**config.mk**
```make
export PLATFORM = sky130hd
export DESIGN_NAME = onset_enumerator
export DESIGN_NICKNAME = d
export VERILOG_FILES = /design/src/rtl/onset_enumerator.sv
export SDC_FILE = /design/constraint.sdc
export NUM_CORES = 1
export LEC_CHECK = 0
export CAP_MARGIN = 20
export CORE_AREA = 2 2 127 80
export DETAILED_ROUTE_END_ITERATION = 7
export DIE_AREA = 0 0 129 82
export PLACE_DENSITY = 0.68
export REMOVE_ABC_BUFFERS = 1
export SETUP_SLACK_MARGIN = 0.1
export SKIP_CTS_REPAIR_TIMING = 1
export SLEW_MARGIN = 15
export SYNTH_ARGS = -nofsm -noshare
export SYNTH_HDL_FRONTEND = slang
export SYNTH_SLANG_ARGS = --single-unit
```
**constraint.sdc**
```tcl
create_clock -name clk -period 2.7 [get_ports clk]
set_clock_uncertainty 0.05 [all_clocks]
set_input_delay 0.54 -clock clk [delete_from_list [all_inputs] [get_ports clk]]
set_output_delay 0.54 -clock clk [all_outputs]
set_load 0.01 [all_outputs]
```
**src/rtl/onset_enumerator.sv**
```systemverilog
// Walks lo..hi, evaluates the 16-input projection F on each vector and streams out matches over valid/ready.
// Optional ONSET_ENUM_ABORT_EN adds an abort input and an aborted pulse.
module onset_enumerator #(
    parameter bit          TARGET = 1'b1,
    parameter int unsigned CNT_W  = 17
) (
    input  logic             clk,
    input  logic             rst,
    input  logic             start,
    input  logic [15:0]      lo,
    input  logic [15:0]      hi,
    output logic             busy,
    output logic             vec_valid,
    input  logic             vec_ready,
    output logic [15:0]      vec_data,
    output logic             done,
    output logic [CNT_W-1:0] match_count
`ifdef ONSET_ENUM_ABORT_EN
    ,
    input  logic             abort,
    output logic             aborted
`endif
);

    localparam int unsigned VEC_W = 16;

    typedef enum logic [1:0] {IDLE, SCAN, DRAIN, FIN} state_t;

    state_t             state_q;
    logic [VEC_W-1:0]   cur_q;
    logic [VEC_W-1:0]   hi_q;
    logic [VEC_W-1:0]   vec_data_q;
    logic               vec_valid_q;
    logic               busy_q;
    logic               done_q;
    logic [CNT_W-1:0]   match_count_q;
`ifdef ONSET_ENUM_ABORT_EN
    logic               abort_pend_q;
    logic               aborted_q;
`endif

    logic hit_c;
    logic xfer_c;
    logic free_c;
    logic abort_c;

    // Projection function: F = x0 | (~x6 & (x7 | P))
    function automatic logic f_eval(input logic [VEC_W-1:0] x);
        logic p;
        p = ~x[11] & ~x[12] & ~(x[13] & x[14])
          & ~((x[8] == x[9]) & (x[9] == x[10]))
          & ~(x[8] & x[15])
          & ((~x[13] & ~x[14]) ^ (~x[8] & ~x[15]));
        return x[0] | (~x[6] & (x[7] | p));
    endfunction

    assign hit_c  = (f_eval(cur_q) == TARGET);
    assign xfer_c = vec_valid_q & vec_ready;
    assign free_c = ~vec_valid_q | vec_ready;
`ifdef ONSET_ENUM_ABORT_EN
    assign abort_c = abort;
`else
    assign abort_c = 1'b0;
`endif

    always_ff @(posedge clk or posedge rst) begin
        if (rst) begin
            state_q       <= IDLE;
            cur_q         <= '0;
            hi_q          <= '0;
            vec_data_q    <= '0;
            vec_valid_q   <= 1'b0;
            busy_q        <= 1'b0;
            done_q        <= 1'b0;
            match_count_q <= '0;
`ifdef ONSET_ENUM_ABORT_EN
            abort_pend_q  <= 1'b0;
            aborted_q     <= 1'b0;
`endif
        end else begin
            done_q <= 1'b0;
`ifdef ONSET_ENUM_ABORT_EN
            aborted_q <= 1'b0;
`endif
            // Saturating transfer count
            if (xfer_c && (match_count_q != '1)) begin
                match_count_q <= match_count_q + CNT_W'(1);
            end

            case (state_q)
                IDLE: begin
                    if (start) begin
                        match_count_q <= '0;
                        if (lo <= hi) begin
                            cur_q   <= lo;
                            hi_q    <= hi;
                            busy_q  <= 1'b1;
                            state_q <= SCAN;
                        end else begin
                            state_q <= FIN;
                        end
                    end
                end
                SCAN: begin
                    if (abort_c) begin
                        vec_valid_q <= 1'b0;
                        busy_q      <= 1'b0;
                        state_q     <= FIN;
`ifdef ONSET_ENUM_ABORT_EN
                        abort_pend_q <= 1'b1;
`endif
                    end else if (free_c) begin
                        if (hit_c) begin
                            vec_data_q  <= cur_q;
                            vec_valid_q <= 1'b1;
                        end else begin
                            vec_valid_q <= 1'b0;
                        end
                        // Stop on the latched bound so hi=0xFFFF never wraps cur
                        if (cur_q == hi_q) begin
                            state_q <= DRAIN;
                        end else begin
                            cur_q <= cur_q + VEC_W'(1);
                        end
                    end
                end
                DRAIN: begin
                    if (abort_c) begin
                        vec_valid_q <= 1'b0;
                        busy_q      <= 1'b0;
                        state_q     <= FIN;
`ifdef ONSET_ENUM_ABORT_EN
                        abort_pend_q <= 1'b1;
`endif
                    end else if (free_c) begin
                        vec_valid_q <= 1'b0;
                        busy_q      <= 1'b0;
                        state_q     <= FIN;
                    end
                end
                FIN: begin
                    done_q  <= 1'b1;
                    state_q <= IDLE;
`ifdef ONSET_ENUM_ABORT_EN
                    aborted_q    <= abort_pend_q;
                    abort_pend_q <= 1'b0;
`endif
                end
                default: state_q <= IDLE;
            endcase
        end
    end

    assign busy        = busy_q;
    assign vec_valid   = vec_valid_q;
    assign vec_data    = vec_data_q;
    assign done        = done_q;
    assign match_count = match_count_q;
`ifdef ONSET_ENUM_ABORT_EN
    assign aborted     = aborted_q;
`endif

endmodule

```
==> qor.yml <==
ios: 72
fin_crit_ns: 2.59
hpwl_um: 7830
overflow: 0
status: "completed"
fin_nets: 583
max-cap-violations: 0
rsz0062_at_grt: "false"
rr_startpoint: "cur_q[5]"
clk_pin_slew_ns: 0.05
fillers: 776
fp.dieH_um: 82
layout-drive-gt1-share_pct: 26.2
ir_drop_mv: 0.431
yosys_warnings: 0
yosysSeqAreaShare_pct: 42.6
whs_ns: 0.452
grt_first_pass_wirelength_um: 17000
reg2regPathDepth: 7
cts_max_level: 3
finalPower_mw: 4.95
ant_nets: 0
period_share_pct: 96.1
slew_headroom_pct: 56.7
critPathArrivalTime_ns: 2.76
hold_class: "input pin to register"
path_class: "input pin to register"
first_iter_violations: 238
vias: 3566
max_clock_freq_mhz: 385
cp_data_required_time_ns: 2.87
avgViaCountPerCell: 5.39
syn_area_um2: 4110
num_rows: 28
grt_max_degree: 71
die_w_um: 129
r2r_setup_slack_ns: 0.24
area_growth_pct: 43.7
wire_per_inst_um: 17.3
clkLatencyLatePin_ns: 0.34
clock-root-buffer: "clkbuf_16"
critical_path.max_fanout: 9
synthDistinctLibCells: 50
io_buffers: 71
clock-sinks: 70
drt_wl_total_um: 11400
syn_area_per_cell_um2: 9.99
start_kind: "input pin"
worst_setup_path_endpoint: "cur_q[3]"
slew_violations: 0
critPathLaunch: "lo[15]"
worst_pin_slew_ns: 0.649
worst_r2r_endpoint: "cur_q[13]"
diodes: 0
core_area_um2: 9490
final-setup-viol-count: 0
start_util_pct: 43.3
drc_errors: 0
gp_congestion: 0.866
power_density_nw_per_um2: 838
antenna_found_initial: 0
fp.dieArea_um2: 10600
cts_buffer_depth: 2
synthCells: 411
cts_buffers: 9
dr.pass1.iters: 5
ys_seq_elements: 70
utilization_pct: 62.2
track_usage_pct: 21.2
hold_viol: 0
p_leak_nw: 2.82
cts_tree: "yes"
grt_pass1_vias: 3324
end_kind: "register"
## how the worst min path moves through the flow
stage,startpoint,end,depth (start not counted)
5_1_grt,hi[9],hi_q[9],2
3_3_place_gp,vec_data[3],vec_data[3],1
2_1_floorplan,hi_q[0],hi_q[0],1
4_1_cts,vec_data[1],vec_data[1],1
3_5_place_dp,vec_data[12],vec_data[12],1
6_report,hi[15],hi_q[15],2
## critical path, cell delays in order
cell,delay [ns]
clkdlybuf4s50_1,0.47
ha_4,0.31
nand4_4,0.12
buf_6,0.16
a2111o_1,0.33
a31oi_4,0.27
buf_6,0.19
buf_12,0.13
a211oi_1,0.05
o22a_1,0.20
## Yosys cell counts, drive strengths merged
| master | count | area (µm²) |
|---|---|---|
| a21bo | 1 | 10.0 |
| nand4 | 11 | 75.1 |
| a2bb2oi | 9 | 78.8 |
| o22ai | 4 | 25.0 |
| a31oi | 1 | 6.26 |
| o21a | 2 | 15.0 |
| a211oi | 8 | 60.1 |
| and3b | 1 | 8.76 |
| o31ai | 3 | 22.5 |
| xnor2 | 5 | 43.8 |
| clkbuf | 6 | 22.5 |
| nor3b | 1 | 7.51 |
| nand2 | 28 | 105 |
| mux2i | 4 | 40.0 |
| o311ai | 1 | 8.76 |
| buf | 15 | 103 |
| nand3b | 2 | 15.0 |
| nand2b | 2 | 12.5 |
| and2b | 1 | 7.51 |
| nor4 | 4 | 25.0 |
| inv | 26 | 97.6 |
| o21bai | 1 | 7.51 |
| nor2 | 33 | 129 |
| nor4b | 1 | 8.76 |
| o41ai | 1 | 8.76 |
| o211ai | 3 | 22.5 |
| or3 | 1 | 6.26 |
| mux2 | 33 | 375 |
| nor2b | 5 | 31.3 |
| ha | 25 | 313 |
| dfrtp | 70 | 1750 |
| and2 | 3 | 18.8 |
| nand3 | 16 | 80.1 |
| a21oi | 20 | 111 |
| or2 | 2 | 12.5 |
| nor3 | 9 | 45.0 |
| a2111o | 1 | 11.3 |
| o22a | 1 | 8.76 |
| a22oi | 2 | 15.0 |
| and4 | 3 | 26.3 |
| and3 | 3 | 18.8 |
| xor2 | 27 | 236 |
| o21ai | 16 | 80.1 |
## layout make-up
type | instances | area [µm²] | share of cell area, %
Clock inverter | 1 | 5.00 | 0.0848
Clock buffer | 14 | 264 | 4.47
Timing Repair Buffer | 121 | 1220 | 20.7
Tap cell | 135 | 169 | 2.86
Multi-Input combinational cell | 294 | 2390 | 40.5
Sequential cell | 70 | 1750 | 29.7
Inverter | 26 | 97.6 | 1.65
## placed cells by master, fill, tap and decap left out, types with 5 or more instances in the layout
| cell | instances |
|---|---|
| a211oi_1 | 8 |
| buf_12 | 5 |
| dlymetal6s2s_1 | 26 |
| a21oi_1 | 19 |
| ha_1 | 13 |
| a2bb2oi_1 | 5 |
| ha_4 | 12 |
| xor2_1 | 27 |
| dfrtp_1 | 69 |
| o21ai_0 | 16 |
| mux2_2 | 32 |
| nor2_1 | 29 |
| inv_1 | 16 |
| nand4_1 | 10 |
| buf_4 | 41 |
| xnor2_1 | 5 |
| nand3_1 | 16 |
| nor3_1 | 8 |
| clkbuf_16 | 9 |
| inv_2 | 10 |
| clkdlybuf4s50_1 | 45 |
| nand2_1 | 27 |
## stage by stage
step	setup WS, ns	area, µm²	TNS (ns)	cells
final	0.106	5900	0	661
after detailed placement	-0.638	5140	-18.88	630
after global placement	-0.574	5140	-16.18	630
after global routing	0.0515	5900	0	661
after floorplan	-0.369	3980	-7.28	390
after CTS	-0.294	5410	-7.47	645
## flip-flops by register name, summed over array words and instances, names as in the netlist
signal       count
vec_valid        1
match_count     17
cur_q           16
vec_data        16
done             1
hi_q            16
state_q          2
busy             1
## power breakdown
group	internal [mW]	leakage, nW	switching, mW	total, mW
Combinational	1.13	1.80	0.925	2.06
Clock	0.666	0.133	0.423	1.09
Sequential	1.43	0.894	0.373	1.80
Total	3.22	2.82	1.72	4.95
## per-layer routing
metal	GRT usage (%)	vias to the layer above	wire length, µm	share of wire, %
li1	-	1678	-	-
met1	30.6	1739	5430	47
met2	31.5	135	5130	45
met3	5.34	14	753	6.6
met4	6.09	0	134	1.2
met5	0	-	0	0
## cell families after synthesis
group / share of synthesized area (%)
compound gates: 12.0
xor+xnor: 6.82
fa+ha+maj: 7.61
buf+inv: 5.42
flops: 42.6
mux: 10.1
simple gates: 15.4
No activity file was read; power rests on OpenSTA's default activity.
